$ cat config.mk
export PLATFORM = sky130hd
export DESIGN_NAME = acorn128_sequencer
export DESIGN_NICKNAME = d
export VERILOG_FILES = /design/src/rtl/acorn128_sequencer.sv
export SDC_FILE = /design/constraint.sdc
export NUM_CORES = 1
export LEC_CHECK = 0
export ABC_AREA = 1
export CAP_MARGIN = 15
export CORE_ASPECT_RATIO = 2
export CORE_MARGIN = 2
export CORE_UTILIZATION = 33
export DETAILED_ROUTE_END_ITERATION = 12
export PLACE_DENSITY_LB_ADDON = 0.2
export SYNTH_ARGS = -nofsm -noshare
export SYNTH_HDL_FRONTEND = slang
export SYNTH_SLANG_ARGS = --single-unit
$ cat constraint.sdc
create_clock -name clk -period 8.9 [get_ports clk]
set_input_delay 1.78 -clock clk [delete_from_list [all_inputs] [get_ports clk]]
set_output_delay 1.78 -clock clk [all_outputs]
set_load 0.05 [all_outputs]
$ cat src/rtl/acorn128_sequencer.sv
// ACORN-128 phase sequencer: per-cycle step enable, ca/cb and source select through INIT/AD/MSG/FINAL.
// Define ACORN_TAG_CHECK_EN to add tag_in/ks_in and the decrypt tag comparison behind tag_ok_out.
module acorn128_sequencer #(
  parameter int unsigned P     = 1,
  parameter int unsigned LEN_W = 64
) (
  input  logic             clk,
  input  logic             rst,
  input  logic             start_in,
  input  logic             abort_in,
  input  logic             decrypt_in,
  input  logic [LEN_W-1:0] ad_len_in,
  input  logic [LEN_W-1:0] msg_len_in,
  input  logic             data_valid_in,
`ifdef ACORN_TAG_CHECK_EN
  input  logic [127:0]     tag_in,
  input  logic [P-1:0]     ks_in,
`endif
  output logic             data_ready_out,
  output logic             step_en_out,
  output logic [2:0]       src_sel_out,
  output logic [6:0]       key_idx_out,
  output logic             ca_out,
  output logic             cb_out,
  output logic             decrypt_out,
  output logic [2:0]       phase_out,
  output logic             tag_cap_out,
  output logic             busy_out,
  output logic             done_out,
  output logic             tag_ok_out
);

  typedef enum logic [2:0] {
    PH_IDLE  = 3'd0,
    PH_INIT  = 3'd1,
    PH_AD    = 3'd2,
    PH_MSG   = 3'd3,
    PH_FINAL = 3'd4,
    PH_DONE  = 3'd5
  } phase_t;

  typedef enum logic [2:0] {
    SRC_KEY      = 3'd0,
    SRC_IV       = 3'd1,
    SRC_KEY_FLIP = 3'd2,
    SRC_DATA     = 3'd3,
    SRC_PAD1     = 3'd4,
    SRC_ZERO     = 3'd5
  } src_t;

  localparam logic [LEN_W-1:0] STEP        = LEN_W'(P);
  localparam logic [LEN_W-1:0] LEN_MASK    = ~(STEP - LEN_W'(1));
  localparam logic [LEN_W-1:0] INIT_STEPS  = LEN_W'(1792);
  localparam logic [LEN_W-1:0] PAD_STEPS   = LEN_W'(256);
  localparam logic [LEN_W-1:0] FINAL_STEPS = LEN_W'(768);
  localparam logic [LEN_W-1:0] KEY_END     = LEN_W'(128);
  localparam logic [LEN_W-1:0] IV_END      = LEN_W'(256);
  localparam logic [LEN_W-1:0] PAD_CA_END  = LEN_W'(128);
  localparam logic [LEN_W-1:0] TAG_FIRST   = LEN_W'(640);

  phase_t           phase;
  logic [LEN_W-1:0] s;
  logic [LEN_W-1:0] ad_len_r;
  logic [LEN_W-1:0] msg_len_r;
  logic             decrypt_r;
  logic             done_r;

  phase_t           next_phase;
  src_t             src;
  logic             step_en;
  logic             data_ready;
  logic             ca;
  logic             cb;
  logic             tag_cap;
  logic             last_step;
  logic             start_ok;
  logic [LEN_W-1:0] data_len;
  logic [LEN_W-1:0] pad_idx;
  logic [LEN_W-1:0] phase_steps;
  logic [LEN_W-1:0] s_next;

  assign s_next   = s + STEP;
  assign start_ok = ((phase == PH_IDLE) || (phase == PH_DONE)) && start_in;

  // AD and MSG share one counter: s < len is the data part, s - len indexes the pad.
  always_comb begin
    step_en     = 1'b0;
    data_ready  = 1'b0;
    src         = SRC_KEY;
    ca          = 1'b0;
    cb          = 1'b0;
    tag_cap     = 1'b0;
    phase_steps = '0;
    next_phase  = PH_IDLE;
    data_len    = (phase == PH_AD) ? ad_len_r : msg_len_r;
    pad_idx     = s - data_len;
    case (phase)
      PH_INIT: begin
        step_en     = 1'b1;
        ca          = 1'b1;
        cb          = 1'b1;
        phase_steps = INIT_STEPS;
        next_phase  = PH_AD;
        if (s < KEY_END)     src = SRC_KEY;
        else if (s < IV_END) src = SRC_IV;
        else if (s == IV_END) src = SRC_KEY_FLIP;
        else                 src = SRC_KEY;
      end
      PH_AD, PH_MSG: begin
        cb          = (phase == PH_AD);
        phase_steps = data_len + PAD_STEPS;
        next_phase  = (phase == PH_AD) ? PH_MSG : PH_FINAL;
        if (s < data_len) begin
          data_ready = 1'b1;
          step_en    = data_valid_in;
          src        = SRC_DATA;
          ca         = 1'b1;
        end else begin
          step_en = 1'b1;
          src     = (pad_idx == '0) ? SRC_PAD1 : SRC_ZERO;
          ca      = (pad_idx < PAD_CA_END);
        end
      end
      PH_FINAL: begin
        step_en     = 1'b1;
        ca          = 1'b1;
        cb          = 1'b1;
        src         = SRC_ZERO;
        tag_cap     = (s >= TAG_FIRST);
        phase_steps = FINAL_STEPS;
        next_phase  = PH_DONE;
      end
      default: ;
    endcase
  end

  assign last_step = step_en && (s_next == phase_steps);

  always_ff @(posedge clk or posedge rst) begin
    if (rst) begin
      phase     <= PH_IDLE;
      s         <= '0;
      ad_len_r  <= '0;
      msg_len_r <= '0;
      decrypt_r <= 1'b0;
      done_r    <= 1'b0;
    end else begin
      done_r <= 1'b0;
      if (abort_in) begin
        phase     <= PH_IDLE;
        s         <= '0;
        ad_len_r  <= '0;
        msg_len_r <= '0;
        decrypt_r <= 1'b0;
      end else if (start_ok) begin
        phase     <= PH_INIT;
        s         <= '0;
        ad_len_r  <= ad_len_in & LEN_MASK;
        msg_len_r <= msg_len_in & LEN_MASK;
        decrypt_r <= decrypt_in;
      end else if (last_step) begin
        phase  <= next_phase;
        s      <= '0;
        done_r <= (next_phase == PH_DONE);
      end else if (step_en) begin
        s <= s_next;
      end
    end
  end

`ifdef ACORN_TAG_CHECK_EN
  logic [127:0] tag_r;
  logic         tag_bad;
  logic         tag_ok_r;
  logic         tag_mismatch;

  // FINAL step 640 is a multiple of 128, so s[6:0] is the tag bit index of the chunk.
  assign tag_mismatch = tag_cap && (ks_in != tag_r[s[6:0] +: P]);

  always_ff @(posedge clk or posedge rst) begin
    if (rst) begin
      tag_r    <= '0;
      tag_bad  <= 1'b0;
      tag_ok_r <= 1'b0;
    end else if (abort_in) begin
      tag_bad  <= 1'b0;
      tag_ok_r <= 1'b0;
    end else if (start_ok) begin
      tag_r    <= tag_in;
      tag_bad  <= 1'b0;
      tag_ok_r <= 1'b0;
    end else begin
      if (tag_mismatch) tag_bad <= 1'b1;
      if (last_step && (phase == PH_FINAL))
        tag_ok_r <= decrypt_r && !tag_bad && !tag_mismatch;
    end
  end

  assign tag_ok_out = tag_ok_r;
`else
  assign tag_ok_out = 1'b0;
`endif

  assign data_ready_out = data_ready;
  assign step_en_out    = step_en;
  assign src_sel_out    = src;
  assign key_idx_out    = s[6:0];
  assign ca_out         = ca;
  assign cb_out         = cb;
  assign decrypt_out    = decrypt_r;
  assign phase_out      = phase;
  assign tag_cap_out    = tag_cap;
  assign busy_out       = (phase != PH_IDLE) && (phase != PH_DONE);
  assign done_out       = done_r;

endmodule
==> flow_summary_export.csv, run 1 <==
group,metric,value,unit
grt,largest_net_degree_at_the_start_of_global_routing,113,
sta,setup_ws,0.442,ns
critical_path,cp_data_required_time,7.12,ns
synthesis,synth_top_flop_cell,"sky130_fd_sc_hd__dfrtp_1",
min_path,worst_hold_path_type,"flip-flop to flip-flop",
synthesis,synth.distinct_cells,54,
clock_network,cts.sinks,197,
synthesis,synthDominantAreaCellType,"sky130_fd_sc_hd__dfrtp_1",
routing,post_dr_vias_cell,5.38,
floorplan,die_x,182,um
clock_network,ctsResizeCount,0,
sta,fin_worst_skew,0.0262,ns
synthesis,netlist_area,20900,um2
grt,grt-ovfl-total,0,
routing,wl_per_cell,23.9,um
synthesis,synth_async_sr_flop_share,1.00,
clock_network,clock_tree.buffer_depth,2,
synthesis,syn-mean-instance-area,5.76,um2
pwr,power_leakage,0.0118,uW
floorplan,fp.coreArea,62800,um2
clock_network,cts-hold-fix-buffers,0,
floorplan,effective_utilization_at_floorplan,0.333,
run,max-cap-violations,0,
grt,first_global_vias,24640,
sta,final.min_clock_period,8.46,ns
grt,grt.total_usage,0.329,
floorplan,dieArea,65500,um2
synthesis,synth_most_common_cell,"sky130_fd_sc_hd__nand2_1",
synthesis,synth.area.top_cells,"sky130_fd_sc_hd__dfrtp_1 24%, sky130_fd_sc_hd__nand2_1 22%, sky130_fd_sc_hd__nor2_1 8.6%, sky130_fd_sc_hd__inv_1 8.5%, sky130_fd_sc_hd__nand3_1 7.6%",
clock_network,clock_insertion_delay_worst_skew,0.51,ns
clock_network,clk_root_buffer_cell,"sky130_fd_sc_hd__clkbuf_16",
cells_and_area,fraction_of_final_layout_cells_with_drive_strength_greater_than_1,0.0377,
sta,timing.final.crit_share,0.950,
sta,hold_viol_final,0,
sta,worst_hold_slack,0.485,ns
critical_path,critPathArrivalTime,6.68,ns
pwr,peakVddDrop,0.154,mV
floorplan,die_height,360,um
pwr,power_density,109,nW/um2
routing,initialDrtViolationCount,1706,
cells_and_area,final_net_count,3919,
grt,global_route_wire_length_before_repair,156000,um
clock_network,cts_setup_buffers,0,
synthesis,post_synthesis_cell_count,3632,
sta,fmax,0.118,GHz
synthesis,number_of_synthesized_register_bits,197,
routing,routed_wl,108000,um
synthesis,synthesis.nets,3828,
sta,maxSlewHeadroom,0.204,
routing,route.vias.total,24378,
placement,place_inst,4496,
routing,drtPass1Iterations,7,
cells_and_area,area_grow_syn2layout,13.5,%
sta,setup_tns,0,ns
synthesis,yosysSeqAreaShare,0.236,
floorplan,floorplan.io_pins,156,
grt,antenna_found_initial,2,
run_status,outcome,"complete, no violations",
floorplan,placement_rows,130,
placement,post-place-ws,1.26,ns
sta,max_slew.worst_pin.slew,1.19,ns
routing,post_detailed_route_drc_marker_count,0,
routing,ant_nets,0,
cells_and_area,utilization,0.378,
clock_network,cts_inserted_buffers,17,
synthesis,synth_enable_flop_cells,0,
synthesis,warnings_from_yosys,0,
critical_path,worst_setup_path_start_kind,"flip-flop",
cells_and_area,final_cells,4529,
critical_path,critical_path_class,"flip-flop to output port",
critical_path,cp-end-kind,"output port",
placement,dp_hpwl,88500,um
synthesis,synth_top_cells_by_count,"1201 x sky130_fd_sc_hd__nand2_1, 479 x sky130_fd_sc_hd__nor2_1, 475 x sky130_fd_sc_hd__inv_1",
sta,setup_viol,0,
sta,rsz0062_at_grt,"no",
sta,slew_violations,0,
clock_network,tritoncts_clock_tree,"yes",
cells_and_area,filler_instances,7123,
synthesis,synth_top_area_share,0.236,
clock_network,clkSlewWorstSetupHoldPaths,0.08,ns
placement,gpl.final_weighted_congestion,1.05,
placement,placement.io_buffers,154,
critical_path,timing.critical_path.fanout_max,63,
clock_network,ctsHtreeMaxLevel,4,
==> final timing paths <==
check                           slack (ns)  cells past startpoint                      start                        end
worst max register to register        2.46                     22   phase_out[2]$_DFFE_PP0P_          s[38]$_DFFE_PP0P_
min in group asynchronous             1.84                      2                        rst    ad_len_r[7]$_DFFE_PP0P_
worst min register to register        0.49                      2  msg_len_r[63]$_DFFE_PP0P_  msg_len_r[63]$_DFFE_PP0P_
worst min-delay path                  0.49                      2  msg_len_r[63]$_DFFE_PP0P_  msg_len_r[63]$_DFFE_PP0P_
worst max-delay path                  0.44                     23   phase_out[0]$_DFFE_PP0P_                     ca_out
max in group asynchronous             5.88                      3                        rst          s[54]$_DFFE_PP0P_
==> metal layers <==
layer | part of all wire | wire length (um) | global-route usage
met5 | 0 | 0 | 0
met4 | 0.11 | 11700 | 0.299
met3 | 0.038 | 4060 | 0.0376
met2 | 0.51 | 55100 | 0.602
met1 | 0.34 | 37200 | 0.320
==> critical path, cell delays in order (launching register included) <==
cell                      delay (ns)
sky130_fd_sc_hd__dfrtp_1        0.55
sky130_fd_sc_hd__inv_4          0.17
sky130_fd_sc_hd__nand3_4        0.27
sky130_fd_sc_hd__buf_12         0.30
sky130_fd_sc_hd__buf_4          0.22
sky130_fd_sc_hd__o21ai_0        0.66
sky130_fd_sc_hd__ha_1           0.36
sky130_fd_sc_hd__nand2_1        0.14
sky130_fd_sc_hd__nor2_1         0.16
sky130_fd_sc_hd__inv_1          0.07
sky130_fd_sc_hd__nor2_1         0.09
sky130_fd_sc_hd__inv_1          0.10
sky130_fd_sc_hd__o21ai_0        0.59
sky130_fd_sc_hd__inv_1          0.16
sky130_fd_sc_hd__nand2_1        0.34
sky130_fd_sc_hd__nand2_1        0.09
sky130_fd_sc_hd__nand2_1        0.29
sky130_fd_sc_hd__nand2_1        0.08
sky130_fd_sc_hd__nor2_1         0.14
sky130_fd_sc_hd__nand3_1        0.16
sky130_fd_sc_hd__nor3_1         0.24
sky130_fd_sc_hd__nand3_1        0.43
sky130_fd_sc_hd__a21oi_1        0.26
sky130_fd_sc_hd__buf_4          0.22
==> stage by stage <==
stage          total power (uW)  instance area, um2
3_5_place_dp               1730               23100
5_1_grt                    2700               23700
2_1_floorplan              1420               20900
3_3_place_gp               1730               23100
6_report                   2580               23700
4_1_cts                    2580               23700
==> cells by family (layout without fill, tap and decap cells) <==
group / count (synthesis) / after routing / synth area share
buf+inv: 597 / 701 / 0.115
xor+xnor: 72 / 72 / 0.0302
other cells: 1 / 2 / 0.000179
simple gates: 2275 / 2275 / 0.462
fa+ha+maj: 62 / 62 / 0.0374
flops: 197 / 197 / 0.236
compound gates: 428 / 428 / 0.119
==> report_power, final <==
group          leakage [uW]  switching (uW)  total, uW  internal (uW)
clock network      0.000298             426        858            431
logic               0.00880             549        764            215
registers           0.00268            23.8        959            935
==> area by class of cell <==
| type | instances | area, um2 | area share |
|---|---|---|---|
| diodes | 1 | 2.50 | 0.000105 |
| clock buffers | 18 | 439 | 0.0185 |
| flip-flops and latches | 197 | 4930 | 0.208 |
| multi-input cells | 2838 | 13600 | 0.573 |
| well taps | 792 | 991 | 0.0417 |
| inverters | 484 | 1830 | 0.0772 |
| repair buffers | 185 | 1780 | 0.0749 |
| clock inverters | 14 | 174 | 0.00732 |
==> layout by cell type, fill, tap and decap left out, types with 24 or more instances in the layout <==
cell / netlist / routed
sky130_fd_sc_hd__buf_4: 15 / 33
sky130_fd_sc_hd__nand2_1: 1201 / 1201
sky130_fd_sc_hd__xor2_1: 67 / 67
sky130_fd_sc_hd__clkdlybuf4s50_1: 0 / 151
sky130_fd_sc_hd__nand3_1: 316 / 316
sky130_fd_sc_hd__inv_1: 475 / 472
sky130_fd_sc_hd__nor2_2: 26 / 25
sky130_fd_sc_hd__o21ai_0: 109 / 109
sky130_fd_sc_hd__o22ai_1: 90 / 90
sky130_fd_sc_hd__nor2_1: 479 / 478
sky130_fd_sc_hd__nand4_1: 105 / 105
sky130_fd_sc_hd__o21ai_1: 33 / 33
sky130_fd_sc_hd__nand3b_1: 24 / 24
sky130_fd_sc_hd__ha_1: 61 / 61
sky130_fd_sc_hd__dfrtp_1: 197 / 197
sky130_fd_sc_hd__nor3_1: 77 / 77
sky130_fd_sc_hd__a21oi_1: 107 / 107
==> registers in the layout, indices dropped and copies added, names as in the netlist <==
name,count
ad_len_r,64
decrypt_out,1
done_out,1
msg_len_r,64
phase_out,3
s,64
No activity file was read; power rests on OpenSTA's default activity.
==> run 2: changes to the inputs <==
--- a/config.mk
+++ b/config.mk
@@ -6,7 +6,7 @@
 export NUM_CORES = 1
 export LEC_CHECK = 0
 export ABC_AREA = 1
-export CAP_MARGIN = 15
+export CAP_MARGIN = 20
 export CORE_ASPECT_RATIO = 2
 export CORE_MARGIN = 2
 export CORE_UTILIZATION = 33
==> results of run 2 <==
Same layout as run 1: the final DEF is identical, and so are final timing and power.
